$ cat config.mk
export PLATFORM = sky130hd
export DESIGN_NAME = reaction_timer_bcd
export DESIGN_NICKNAME = d
export VERILOG_FILES = /design/src/rtl/reaction_timer_bcd.sv
export SDC_FILE = /design/constraint.sdc
export NUM_CORES = 1
export LEC_CHECK = 0
export CAP_MARGIN = 20
export CORE_UTILIZATION = 54
export CTS_CLUSTER_DIAMETER = 30
export CTS_CLUSTER_SIZE = 30
export DETAILED_ROUTE_END_ITERATION = 6
export MAX_ROUTING_LAYER = met4
export PLACE_DENSITY_LB_ADDON = 0.12
export RECOVER_POWER = 50
export SLEW_MARGIN = 30
export SYNTH_ARGS = -nofsm -noshare
export SYNTH_HDL_FRONTEND = slang
export SYNTH_SLANG_ARGS = --single-unit
export TNS_END_PERCENT = 1
$ cat constraint.sdc
create_clock -name clock -period 2.4 [get_ports clock]
set_input_delay 0.36 -clock clock [delete_from_list [all_inputs] [get_ports clock]]
set_output_delay 0.36 -clock clock [all_outputs]
set_load 0.02 [all_outputs]
$ cat src/rtl/reaction_timer_bcd.sv
// reaction_timer_bcd: measures how long `enable` stays high, in milliseconds,
// as 4-digit packed BCD. It latches each finished run, tracks the best
// (lowest) run that did not overflow, and drives the seven-segment decoders.
// Ports:
//   clock       system clock; all logic on the rising edge
//   reset       synchronous, active-high
//   enable      count enable from the game FSM (high = timing in progress)
//   count_bcd   live count {thousands, hundreds, tens, ones}
//   result_bcd  last completed reaction time
//   best_bcd    best valid time since reset (0x9999 until one is recorded)
//   best_valid  high once a non-overflow result has been recorded
//   done        one-cycle pulse when result_bcd updates
//   overflow    count saturated at 9999 during the current/last run
module reaction_timer_bcd #(
    parameter int TICK_DIV = 50000,
    parameter int PRE_W    = 16
) (
    input  logic        clock,
    input  logic        reset,
    input  logic        enable,
    output logic [15:0] count_bcd,
    output logic [15:0] result_bcd,
    output logic [15:0] best_bcd,
    output logic        best_valid,
    output logic        done,
    output logic        overflow
);

    localparam logic [PRE_W-1:0] PRE_LAST = PRE_W'(TICK_DIV - 1);

    // The state register doubles as the delayed copy of enable used for
    // edge detection.
    typedef enum logic {
        IDLE     = 1'b0,
        COUNTING = 1'b1
    } state_t;

    state_t           state;
    state_t           state_nxt;
    logic [PRE_W-1:0] prescaler;

    logic rise;
    logic fall;
    logic run;
    logic tick;

    // BCD +1: each digit at 9 wraps to 0 and passes the carry upward.
    function automatic logic [15:0] bcd_inc(input logic [15:0] v);
        logic [15:0] r;
        logic        carry;
        r     = v;
        carry = 1'b1;
        for (int i = 0; i < 4; i++) begin
            if (carry) begin
                if (v[4*i +: 4] == 4'd9) begin
                    r[4*i +: 4] = 4'd0;
                end else begin
                    r[4*i +: 4] = v[4*i +: 4] + 4'd1;
                    carry       = 1'b0;
                end
            end
        end
        return r;
    endfunction

    // State register
    always_ff @(posedge clock) begin
        if (reset) begin
            state <= IDLE;
        end else begin
            state <= state_nxt;
        end
    end

    // Next-state logic
    always_comb begin
        state_nxt = enable ? COUNTING : IDLE;
    end

    // Output/control decode
    always_comb begin
        rise = 1'b0;
        fall = 1'b0;
        run  = 1'b0;
        case (state)
            IDLE:     rise = enable;
            COUNTING: begin
                run  = enable;
                fall = ~enable;
            end
            default:  ;
        endcase
        tick = run && (prescaler == PRE_LAST);
    end

    // Datapath
    always_ff @(posedge clock) begin
        if (reset) begin
            prescaler  <= '0;
            count_bcd  <= 16'h0000;
            result_bcd <= 16'h0000;
            best_bcd   <= 16'h9999;
            best_valid <= 1'b0;
            done       <= 1'b0;
            overflow   <= 1'b0;
        end else begin
            done <= 1'b0;
            if (rise) begin
                count_bcd <= 16'h0000;
                prescaler <= '0;
                overflow  <= 1'b0;
            end else if (run) begin
                if (tick) begin
                    prescaler <= '0;
                    // Saturate at 9999 rather than wrap to 0000.
                    if (count_bcd == 16'h9999) begin
                        overflow <= 1'b1;
                    end else begin
                        count_bcd <= bcd_inc(count_bcd);
                    end
                end else begin
                    prescaler <= prescaler + PRE_W'(1);
                end
            end else if (fall) begin
                result_bcd <= count_bcd;
                done       <= 1'b1;
                prescaler  <= '0;
                // Packed BCD orders like binary, so a plain compare works.
                if (!overflow && (!best_valid || (count_bcd < best_bcd))) begin
                    best_bcd   <= count_bcd;
                    best_valid <= 1'b1;
                end
            end
        end
    end

endmodule

==> impl_metrics.yaml <==
floorplanning:
  die_w_um: 81.71
  die_h_um: 81.71
  initial_core_util_pct: 56.94
  fp.coreArea_mm2: 0.006026
  num_rows: 28
  ios: 54
  die_area_mm2: 0.006676
worst_setup_path:
  end_kind: "flop"
  cp_max_fo: 7
  critPathBufInv: 0
  cp.required_ns: 2.61
  worstSetupStartpointType: "flop"
  crit_arrival_ns: 2.42
  worst_path_dominant_cell_family: "compound AO/OA/AOI/OAI gates"
  path_class: "flop to flop"
  crit_path_max_incr_delay_ns: 0.54
  path_cells: "nand2_1, or4_4, o2111ai_1, nor3b_1, o21ai_0, a21oi_1"
  cpMaxStageDelayCell: "or4_4"
clock_network:
  clockRootBuffer: "clkbuf_8"
  cts_resized: 0
  cts_sinks: 68
  cts.hold.buffers_added: 0
  clk_pin_slew_ns: 0.07
  cts_max_level: 3
  cts_buffers: 9
  clockBufferDepth: 2
  post_cts.repair.setup_buffers: 0
  cts_tree: "yes"
  clock_latency_ns: 0.34
layout:
  final_net_count: 508
  final_cell_mix: "dfxtp_1 (68), nand2_1 (53), nor2_1 (49)"
  stdcell_count: 568
  final_common_cell: "dfxtp_1"
  area_delta_synth_final_pct: 26.66
  drive_gt1_share_pct: 8.925
  antenna_cells: 0
placed_design:
  place_congestion: 0.9359
  dp_cells: 553
  io_buffers: 53
  dp_hpwl_um: 5715
synth:
  syn_nets: 444
  yosysUniqueCellTypes: 51
  avgSynthCellArea_um2: 8.072
  ys.flop_type: "dfxtp_1"
  synth_cells: 425
  synth_edf_count: 0
  synth.cell_area_mm2: 0.003431
  yosysSeqAreaShare_pct: 39.68
  ys_seq_elements: 68
  synth_area_leaders: "dfxtp_1 (40%), a21oi_1 (5.8%), ha_1 (5.8%)"
  yosysTopAreaCellShare_pct: 39.68
  synth_async_sr_flop_share_pct: 0
  yosysWarningCount: 0
  synth_top_area_cell: "dfxtp_1"
timing:
  hold_viol: 0
  finClkSkew_ns: 0.007247
  clock.fmax_ghz: 0.4535
  setup_viol: 0
  max-slew-margin-rel_pct: 44.57
  finalCriticalPeriod_ns: 2.205
  fin_crit_sh_pct: 91.89
  maxSlewViolCount: 0
  rsz0062_at_grt: "false"
  tightest_slew_ns: 0.8314
  fin_setup_tns_ns: 0
route:
  vias: 3152
  drt_first_pass_iters: 4
  remaining_drc_errors: 0
  vias_per_cell: 5.549
  postRouteAntennaNets: 0
  routedWlPerCell_um: 14.09
  drtIter0Drc: 121
  routed_wl_um: 8005
power_and_ir_drop:
  powerDensity_mw_per_mm2: 547.5
  pwr-share-clk_pct: 44.7
  p_sw_w: 0.0005390
  swShare_pct: 22.66
  power.leakage_nw: 1.781
  p_seq_share_pct: 48.6
  power_frac_comb_pct: 6.8
  p_int_w: 0.001840
  peakVddDrop_uv: 334.8
outcome:
  outcome: "completed"
flow_run:
  maxCapViolations: 0
grt:
  grt_usage_pct: 27.61
  grt_max_degree: 47
  antenna_found_initial: 0
  overflow: 0
  grt_pass1_wl_um: 13580
  grt_pass1_vias: 2928
worst_hold_path:
  min_path_type: "flop to flop"
per-stage QoR:
step	hold WS (ns)	setup WS, ns	utilization [%]	area, um^2	power (W)
after floorplan	0.4532	0.1494	-	3431	0.001288
after global placement	0.4407	0.3038	68.54	4130	0.001345
after detailed placement	0.4473	0.2491	68.54	4130	0.001350
after CTS	0.4563	0.2242	72.26	4354	0.002406
after global routing	0.4758	0.02953	72.11	4345	0.002475
final	0.4514	0.1947	72.11	4345	0.002379
registers in the layout (all words and copies together) (netlist names):
register and count:
best_valid 1, prescaler 16, overflow 1, done 1, state 1, result_bcd 16, best_bcd 16, count_bcd 16
worst reg2reg max path: stages, from the launching register on:
cell,delay [ns]
dfxtp_1,0.51
nand2_1,0.13
or4_4,0.54
o2111ai_1,0.54
nor3b_1,0.11
o21ai_0,0.17
a21oi_1,0.08
cells in the mapped netlist (all sizes together) (2+ instances only):
library cell   n
nor2b          9
nand3b         4
nand4          5
nand3         12
nor4bb         2
nand2b        21
nor4           4
xnor2          2
a21o           4
mux2i         18
nor2          49
nor4b          2
buf            4
o21ai         21
clkbuf        17
dfxtp         68
ha            16
and4           3
nor3b          3
or3            5
xor2           5
nand2         54
inv           18
nor3          12
a31oi          4
and3           4
a21oi         41
area by class of cell:
| type | instances | area, um^2 |
|---|---|---|
| multi-input combinational | 318 | 1919 |
| fill | 491 | 1680 |
| sequential | 68 | 1361 |
| timing repair buffer | 74 | 679.4 |
| clock buffer | 11 | 151.4 |
| tap | 75 | 93.84 |
| clock inverter | 4 | 72.57 |
| inverter | 18 | 67.56 |
cells by family after synthesis:
group | Yosys count | share of synthesized area [%]
AOI/OAI and AO/OA | 81 | 13.60
xor gates and xnor gates | 7 | 1.787
adders and majority gates | 16 | 5.835
buffers and inverters | 39 | 4.376
DFF | 68 | 39.68
muxes | 18 | 5.252
and+or+nand+nor | 196 | 29.47
worst paths after layout:
check                              startpoint             to  slack (ns)  cells after the start
worst max-delay path             count_bcd[0]   count_bcd[3]        0.19                      6
worst min-delay path            result_bcd[4]  result_bcd[4]        0.45                      2
worst max register to register   count_bcd[0]   count_bcd[3]        0.19                      6
worst min register to register  result_bcd[4]  result_bcd[4]        0.45                      2
metal layers:
| layer | wire length [um] | part of all wire [%] | vias up | track usage, % |
|---|---|---|---|---|
| met5 | 0 | 0 | - | - |
| met4 | 154 | 1.9 | 0 | 13.68 |
| met3 | 341 | 4.3 | 14 | 5.111 |
| met2 | 3700 | 46 | 72 | 43.58 |
| met1 | 3808 | 48 | 1472 | 33.79 |
| li1 | - | - | 1594 | - |
power groups by stage:
stage	Clock, W	Combinational (W)	Sequential (W)
2_1_floorplan	0	0.0000926	0.00120
3_3_place_gp	0	0.000163	0.00118
3_5_place_dp	0	0.000167	0.00118
4_1_cts	0.00108	0.000168	0.00116
5_1_grt	0.00114	0.000178	0.00116
6_report	0.00106	0.000161	0.00116
No activity file was read; power rests on OpenSTA's default activity.
